**config.mk**
```make
export PLATFORM = sky130hd
export DESIGN_NAME = usb_tx_arbiter
export DESIGN_NICKNAME = d
export VERILOG_FILES = /design/src/rtl/usb_tx_arbiter.sv
export SDC_FILE = /design/constraint.sdc
export NUM_CORES = 1
export LEC_CHECK = 0
export CORE_MARGIN = 2
export CORE_UTILIZATION = 50
export CTS_CLUSTER_DIAMETER = 50
export DETAILED_ROUTE_END_ITERATION = 7
export PLACE_DENSITY_LB_ADDON = 0.2
export SLEW_MARGIN = 20
export SYNTH_ARGS = -nofsm -noshare
export SYNTH_HDL_FRONTEND = slang
export SYNTH_SLANG_ARGS = --single-unit
```
**constraint.sdc**
```tcl
create_clock -name clk -period 2.1 [get_ports clk]
set_input_delay 0.42 -clock clk [delete_from_list [all_inputs] [get_ports clk]]
set_output_delay 0.42 -clock clk [all_outputs]
set_load 0.03 [all_outputs]
```
**src/rtl/usb_tx_arbiter.sv**
```systemverilog
// usb_tx_arbiter: shares the single USB transmit path between the data-path
// and control-path requesters. It grants one requester at a time
// (round-robin on ties), pulses start_tx to launch a transaction and waits
// for handshake_ack. A missing acknowledgement is retried after a backoff,
// up to MAX_RETRY times. After that the transaction is reported as failed.
module usb_tx_arbiter #(
  parameter int TIMEOUT_CYCLES = 255,
  parameter int MAX_RETRY      = 3,
  parameter int CNT_W          = 8
) (
  input  logic       clk,
  input  logic       n_rst,
  input  logic       req_data,
  input  logic       req_ctrl,
  input  logic       handshake_ack,
  input  logic       idle_transmitting,
  output logic       grant_data,
  output logic       grant_ctrl,
  output logic       start_tx,
  output logic       done_data,
  output logic       done_ctrl,
  output logic       fail_data,
  output logic       fail_ctrl,
  output logic [1:0] retry_count
);

  typedef enum logic [2:0] {
    IDLE     = 3'd0,
    START    = 3'd1,
    WAIT_ACK = 3'd2,
    BACKOFF  = 3'd3,
    COMPLETE = 3'd4
  } state_t;

  localparam logic             LG_DATA      = 1'b0;
  localparam logic             LG_CTRL      = 1'b1;
  localparam logic [CNT_W-1:0] TIMEOUT_LAST = CNT_W'(TIMEOUT_CYCLES - 1);
  localparam logic [CNT_W-1:0] TIMER_ONE    = CNT_W'(1'b1);
  localparam logic [1:0]       RETRY_MAX    = 2'(MAX_RETRY);

  state_t           state_r, state_nxt;
  logic             last_grant_r, last_grant_nxt;
  logic [CNT_W-1:0] timer_r, timer_nxt;
  logic [1:0]       retry_r, retry_nxt;
  logic             success_r, success_nxt;
  logic             grant_data_r, grant_data_nxt;
  logic             grant_ctrl_r, grant_ctrl_nxt;
  logic             start_tx_r, start_tx_nxt;
  logic             done_data_r, done_data_nxt;
  logic             done_ctrl_r, done_ctrl_nxt;
  logic             fail_data_r, fail_data_nxt;
  logic             fail_ctrl_r, fail_ctrl_nxt;
  logic             enter_complete_s;
  logic             timeout_s;
  logic             data_wins_s;

  // The acknowledgement takes priority over a timeout in the same cycle.
  assign timeout_s   = (timer_r == TIMEOUT_LAST) && !handshake_ack;
  // A lone requester wins. On a tie, the requester not served last wins.
  assign data_wins_s = req_data && (!req_ctrl || (last_grant_r == LG_CTRL));

  // Next-state, grant, timer, retry and outcome logic
  always_comb begin
    state_nxt        = state_r;
    last_grant_nxt   = last_grant_r;
    timer_nxt        = timer_r;
    retry_nxt        = retry_r;
    success_nxt      = success_r;
    grant_data_nxt   = grant_data_r;
    grant_ctrl_nxt   = grant_ctrl_r;
    enter_complete_s = 1'b0;
    case (state_r)
      IDLE: begin
        if (req_data || req_ctrl) begin
          state_nxt      = START;
          grant_data_nxt = data_wins_s;
          grant_ctrl_nxt = !data_wins_s;
          retry_nxt      = 2'd0;
        end else begin
          state_nxt = IDLE;
        end
      end
      START: begin
        state_nxt = WAIT_ACK;
        timer_nxt = {CNT_W{1'b0}};
      end
      WAIT_ACK: begin
        if (handshake_ack) begin
          state_nxt        = COMPLETE;
          success_nxt      = 1'b1;
          enter_complete_s = 1'b1;
        end else if (timeout_s) begin
          if (retry_r < RETRY_MAX) begin
            state_nxt = BACKOFF;
            retry_nxt = retry_r + 2'd1;
          end else begin
            state_nxt        = COMPLETE;
            success_nxt      = 1'b0;
            enter_complete_s = 1'b1;
          end
        end else begin
          timer_nxt = timer_r + TIMER_ONE;
        end
      end
      BACKOFF: begin
        if (idle_transmitting) begin
          state_nxt = START;
        end else begin
          state_nxt = BACKOFF;
        end
      end
      COMPLETE: begin
        state_nxt      = IDLE;
        last_grant_nxt = grant_ctrl_r ? LG_CTRL : LG_DATA;
        grant_data_nxt = 1'b0;
        grant_ctrl_nxt = 1'b0;
      end
      default: begin
        state_nxt      = IDLE;
        grant_data_nxt = 1'b0;
        grant_ctrl_nxt = 1'b0;
      end
    endcase
  end

  // Output pulse generation, registered so each pulse lines up with its state
  always_comb begin
    start_tx_nxt  = (state_nxt == START);
    done_data_nxt = enter_complete_s && success_nxt && grant_data_r;
    done_ctrl_nxt = enter_complete_s && success_nxt && grant_ctrl_r;
    fail_data_nxt = enter_complete_s && !success_nxt && grant_data_r;
    fail_ctrl_nxt = enter_complete_s && !success_nxt && grant_ctrl_r;
  end

  // State and output registers with synchronous active-low reset
  always_ff @(posedge clk) begin
    if (!n_rst) begin
      state_r      <= IDLE;
      last_grant_r <= LG_DATA;
      timer_r      <= {CNT_W{1'b0}};
      retry_r      <= 2'd0;
      success_r    <= 1'b0;
      grant_data_r <= 1'b0;
      grant_ctrl_r <= 1'b0;
      start_tx_r   <= 1'b0;
      done_data_r  <= 1'b0;
      done_ctrl_r  <= 1'b0;
      fail_data_r  <= 1'b0;
      fail_ctrl_r  <= 1'b0;
    end else begin
      state_r      <= state_nxt;
      last_grant_r <= last_grant_nxt;
      timer_r      <= timer_nxt;
      retry_r      <= retry_nxt;
      success_r    <= success_nxt;
      grant_data_r <= grant_data_nxt;
      grant_ctrl_r <= grant_ctrl_nxt;
      start_tx_r   <= start_tx_nxt;
      done_data_r  <= done_data_nxt;
      done_ctrl_r  <= done_ctrl_nxt;
      fail_data_r  <= fail_data_nxt;
      fail_ctrl_r  <= fail_ctrl_nxt;
    end
  end

  assign grant_data  = grant_data_r;
  assign grant_ctrl  = grant_ctrl_r;
  assign start_tx    = start_tx_r;
  assign done_data   = done_data_r;
  assign done_ctrl   = done_ctrl_r;
  assign fail_data   = fail_data_r;
  assign fail_ctrl   = fail_ctrl_r;
  assign retry_count = retry_r;

endmodule

```
### Word level (Yosys, flattened, before mapping)

Index checks and enable logic that the tools add are counted.

* flip-flop bits (word level): 22

* add/subtract/negate cells: 2
* $lt $le $gt $ge: 1
* equal/unequal tests: 11
* multiplexer cells: 27
* bitwise operators: 1
* reduce and logical (&&, ||, !) cells: 21

Operators by type and width (count)
* 8-bit two-way mux: 2
* 8-bit one-hot mux with 2 select lines: 1
* 1-bit two-way mux: 12
* 3-bit one-hot mux with 4 select lines: 1
* 2-bit two-way mux: 5
* 2-bit != test (second input constant): 5
* 3-bit two-way mux: 3
* 8-bit by 1-bit adder with 8-bit output (second input constant): 1
* 8-bit == test (second input constant): 1
* 1-bit logical AND: 8
* 3-bit by 1-bit == test with 1-bit output (second input constant): 2
* 3-bit by 2-bit == test with 1-bit output (second input constant): 2
* 5-bit AND reduction: 1
* 1-bit zero test: 4
* 1-bit one-hot mux with 2 select lines: 2
* 2-bit one-hot mux with 2 select lines: 1
* 2-bit nonzero test: 2
* 3-bit == test (second input constant): 1
* 3-bit zero test: 1
* 3-bit AND reduction: 1
* 3-bit OR reduction: 1
* 2-bit by 1-bit adder with 2-bit output (second input constant): 1
* 1-bit logical OR: 2
* 2-bit < comparator (second input constant): 1
* other kinds (2): 2

### Logic depth before layout (Yosys ltp)

* depth in word-level cells: 8
* gate-level depth with buffers: 6
* mapped depth without buffers: 6

### Worst setup path before layout

OpenSTA, ideal clock, no wires.

* kind: input to register
* start: in handshake_ack
* end: reg timer_r[4]
* library setup time: 0.070 ns
* data arrival time: 1.473 ns
* path slack: 0.557 ns
* cell stages on the path: 6
* path buffers: 2
* path through: buf_6 > nor4b_4 > buf_6 > nand4_1 > or3_1 > a21oi_1

* longest elaborated chain between the ends: 4

Ends and longest elaborated chain
* from (decl): line 15 `input logic handshake_ack,`
* 1-bit zero test: line 58 `assign timeout_s = (timer_r == TIMEOUT_LAST) && !handshake_ack;`
* 1-bit logical AND: line 58
* 2-bit != test (no source line)
* 3-bit AND reduction (no source line) *
* to (signal assigned): line 140 `timer_r <= {CNT_W{1'b0}};`
* to (signal assigned): line 153 `timer_r <= timer_nxt;`
* to (decl): line 43 `logic [CNT_W-1:0] timer_r, timer_nxt;`

Every way passes the cells marked *; elsewhere a longest branch is shown, timed or not.
A chain may end at the register's enable or synchronous reset.

### Worst setup path in the final report

* start: reg grant_ctrl_r, in the netlist grant_ctrl
* end: out grant_ctrl

RTL lines
* from (decl): line 47 `logic grant_ctrl_r, grant_ctrl_nxt;`
* from (signal assigned): line 157 `grant_ctrl_r <= grant_ctrl_nxt;`
* to (decl): line 18 `output logic grant_ctrl,`

No word-level cell between the ends.

==> parameters.txt <==
Parameter                              Value

Final layout
  Final Instance Area ... 1194 um^2
  Commonest cells after routing, fill and taps aside ... 21 x dfxtp_1, 14 x clkdlybuf4s50_1, 9 x nand2_1
  Final instance count without filler cells ... 148
  Share of the core filled with cells ... 66.95%
  Antenna Cells ... 0
  Leading cell type in the layout, fill and taps excluded ... dfxtp_1
  Net count, final ... 133
  Max FFs per register ... 8
  Fill cell count ... 155
  Register name with the most flops ... timer_r
  Share of layout cells above drive strength 1 ... 11.38%
  Area Growth Syn to Fin ... 22.78%

STA
  Setup-failing EPs final ... 0
  Hold Fails Final Rpt ... 0
  Unrepaired setup endpoints after global routing ... false
  Final period demand of the worst path ... 1.841 ns
  Max Clk Rate ... 543.1 MHz
  Worst Hold Margin ... 0.5072 ns
  Worst slew margin ... 74.07%
  Fin Clk Skew ... 0.002300 ns
  Aggregate negative setup slack ... 0 ns
  Slew at the pin closest to its max-slew limit ... 0.3890 ns
  Share of the clock period used by the worst path after layout ... 87.67%
  Count of final max-slew check failures ... 0

Setup path
  Critical path launch point type ... flip-flop
  Crit-path cells ... clkdlybuf4s50_1
  Worst endpoint required time ... 1.68 ns
  Worst-path fanout max ... 5
  Type of element capturing the critical path ... output port
  Slowest cell on the critical path ... clkdlybuf4s50_1
  Largest delay contributor family on the critical path ... buffers and inverters
  Endpoint arrival time on the critical path ... 1.42 ns
  Worst path buffer plus inverter count ... 1
  Startpoint-to-endpoint class of the critical path ... flip-flop to output port
  Largest incremental delay on the critical path ... 0.70 ns
  Worst reg2reg setup slack ... 0.38 ns

Drt
  Post-route antenna net violation count ... 0
  WL per Instance ... 13.31 um
  1st-pass router iterations ... 4
  Residual DRC ... 0
  Via count normalized by instance count ... 5.764
  Number of vias in the routed layout ... 853
  Total length of routed wires ... 1.970 mm
  DRT iter0 DRCs ... 32

Die
  Ports placed on the boundary ... 15
  Vertical extent of the die ... 48.10 um
  Number of standard-cell rows in the floorplan ... 15
  Total core area ... 1783 um^2
  Die Footprint ... 2313 um^2
  Die boundary width ... 48.10 um
  Effective utilization at floorplan ... 54.53%

Clock tree
  Clock tree sinks ... 21
  Num CTS Buffers ... 3
  CTS tree ... done
  Post-CTS clock slew at the launch and capture registers of the worst setup and hold paths ... 0.12 ns
  Post-CTS Setup Bufs ... 0
  Number of buffers inserted by hold repair at cts ... 0
  Insertion delay to the later sink of the worst-skew pair ... 0.31 ns
  CTS max path bufs ... 2
  Root buffer selected by CTS ... clkbuf_4
  Number of cells upsized or downsized after cts ... 0
  Depth of the CTS H-tree ... 1

Logic synthesis
  Sequential-to-total area share from yosys stat ... 43.24%
  Number of warnings printed during yosys synthesis ... 0
  Synthesized instance count ... 101
  Mapped cell area ... 972.2 um^2
  Seq cells post-synth ... 21
  Leading post-synthesis cells by cell area ... dfxtp_1 43%, and3_1 4.5%, ha_1 3.9%
  Mean area per synthesized cell ... 9.626 um^2
  Number of synthesized flops with an enable pin ... 0
  Ys async rst share ... 0%
  Yosys top cell by area ... dfxtp_1
  Syn nets ... 110
  Share of Yosys cell area claimed by the top area cell type ... 43.24%
  Number of different library cells in the post-synthesis netlist ... 34
  Primary flip-flop cell chosen by synthesis mapping ... dfxtp_1

Global route
  Global-route usage over all layers ... 20.23%
  Most used routing layer ... met1
  Global routing usage on met2 ... 29.33%
  GR Overflow Total ... 0
  Pin count of the biggest net entering global routing ... 13
  Antenna violations before repair ... 0
  GR met1 Demand/Resource ... 29.55%
  First-pass GRT wire length ... 3.215 mm
  Met3 demand-to-capacity share in global routing ... 3.704%
  Number of global-route vias before repair ... 712

Placement
  Final GP Congestion ... 0.8096
  Half-perimeter wire length of the detailed placement result ... 1.478 mm
  Dpl cells ... 144
  Quantity of I/O buffers inserted on ports ... 14
  Placed standard-cell area ... 1166 um^2

Min path
  Worst Hold Class ... flip-flop to flip-flop

Pwr
  Power per standard cell area ... 614.3 nW/um^2
  VDD IR max ... 0.4260 mV
  Leakage power of the design ... 0.4570 nW

Run
  Max capacitance violation total ... 0

Run status
  Status ... completed
==> layer usage <==
| layer | vias up | wire [um] |
|---|---|---|
| li1 | 423 | - |
| met5 | - | 0 |
| met4 | 0 | 39 |
| met3 | 5 | 117 |
| met1 | 394 | 957 |
| met2 | 31 | 856 |
==> path summary, 6_finish.rpt <==
kind | startpoint | to | cells past startpoint
worst max-delay path | grant_ctrl | grant_ctrl | 1
worst min-delay path | retry_count[1] | retry_count[1] | 2
worst max register to register | timer_r[0] | timer_r[4] | 6
worst min register to register | retry_count[1] | retry_count[1] | 2
==> metrics by stage <==
stage,setup slack (ns),power [mW]
after floorplan,0.5571,0.5013
after global placement,0.1635,0.5415
after detailed placement,0.08189,0.5434
after CTS,0.2567,0.7352
after global routing,0.2118,0.7655
final,0.2589,0.7333
==> final cells by class <==
| class | count | area, um^2 | share of cell area [%] |
|---|---|---|---|
| Timing Repair Buffer | 20 | 185.2 | 15.51 |
| Sequential cell | 21 | 420.4 | 35.22 |
| Clock buffer | 3 | 22.52 | 1.887 |
| Clock inverter | 1 | 5.005 | 0.4193 |
| Multi-Input combinational cell | 75 | 518.0 | 43.40 |
| Tap cell | 25 | 31.28 | 2.621 |
| Inverter | 3 | 11.26 | 0.9434 |
==> report_power, final <==
group / switching [mW] / internal, mW / total (mW) / leakage [nW]
Sequential: 0.0165 / 0.412 / 0.428 / 0.170
Combinational: 0.0581 / 0.0491 / 0.107 / 0.269
Clock: 0.127 / 0.0712 / 0.198 / 0.0177
Total: 0.201 / 0.532 / 0.733 / 0.457
==> Yosys cell counts (2+ instances only) <==
library cell  instances
and2_1                2
inv_1                 3
a311oi_1              2
nor3b_1               3
nand4_1               6
nand4b_1              2
buf_6                 2
and3_1                7
o21ai_0               5
a211oi_1              2
and4_1                2
nand2_1               9
a21oi_1               4
nor2_1                7
xor2_1                2
ha_1                  3
dfxtp_1              21
nand2b_1              3
==> cells by family after synthesis <==
| family | Yosys count | share of synthesized area (%) |
|---|---|---|
| XOR/XNOR | 2 | 1.802 |
| flip-flops | 21 | 43.24 |
| adder cells (fa/ha/maj) | 3 | 3.861 |
| AO/OA/AOI/OAI | 22 | 15.96 |
| AND/OR/NAND/NOR | 47 | 30.63 |
| buffers and inverters | 5 | 3.475 |
| multiplexers | 1 | 1.030 |
Power figures use the tool's default switching activity.
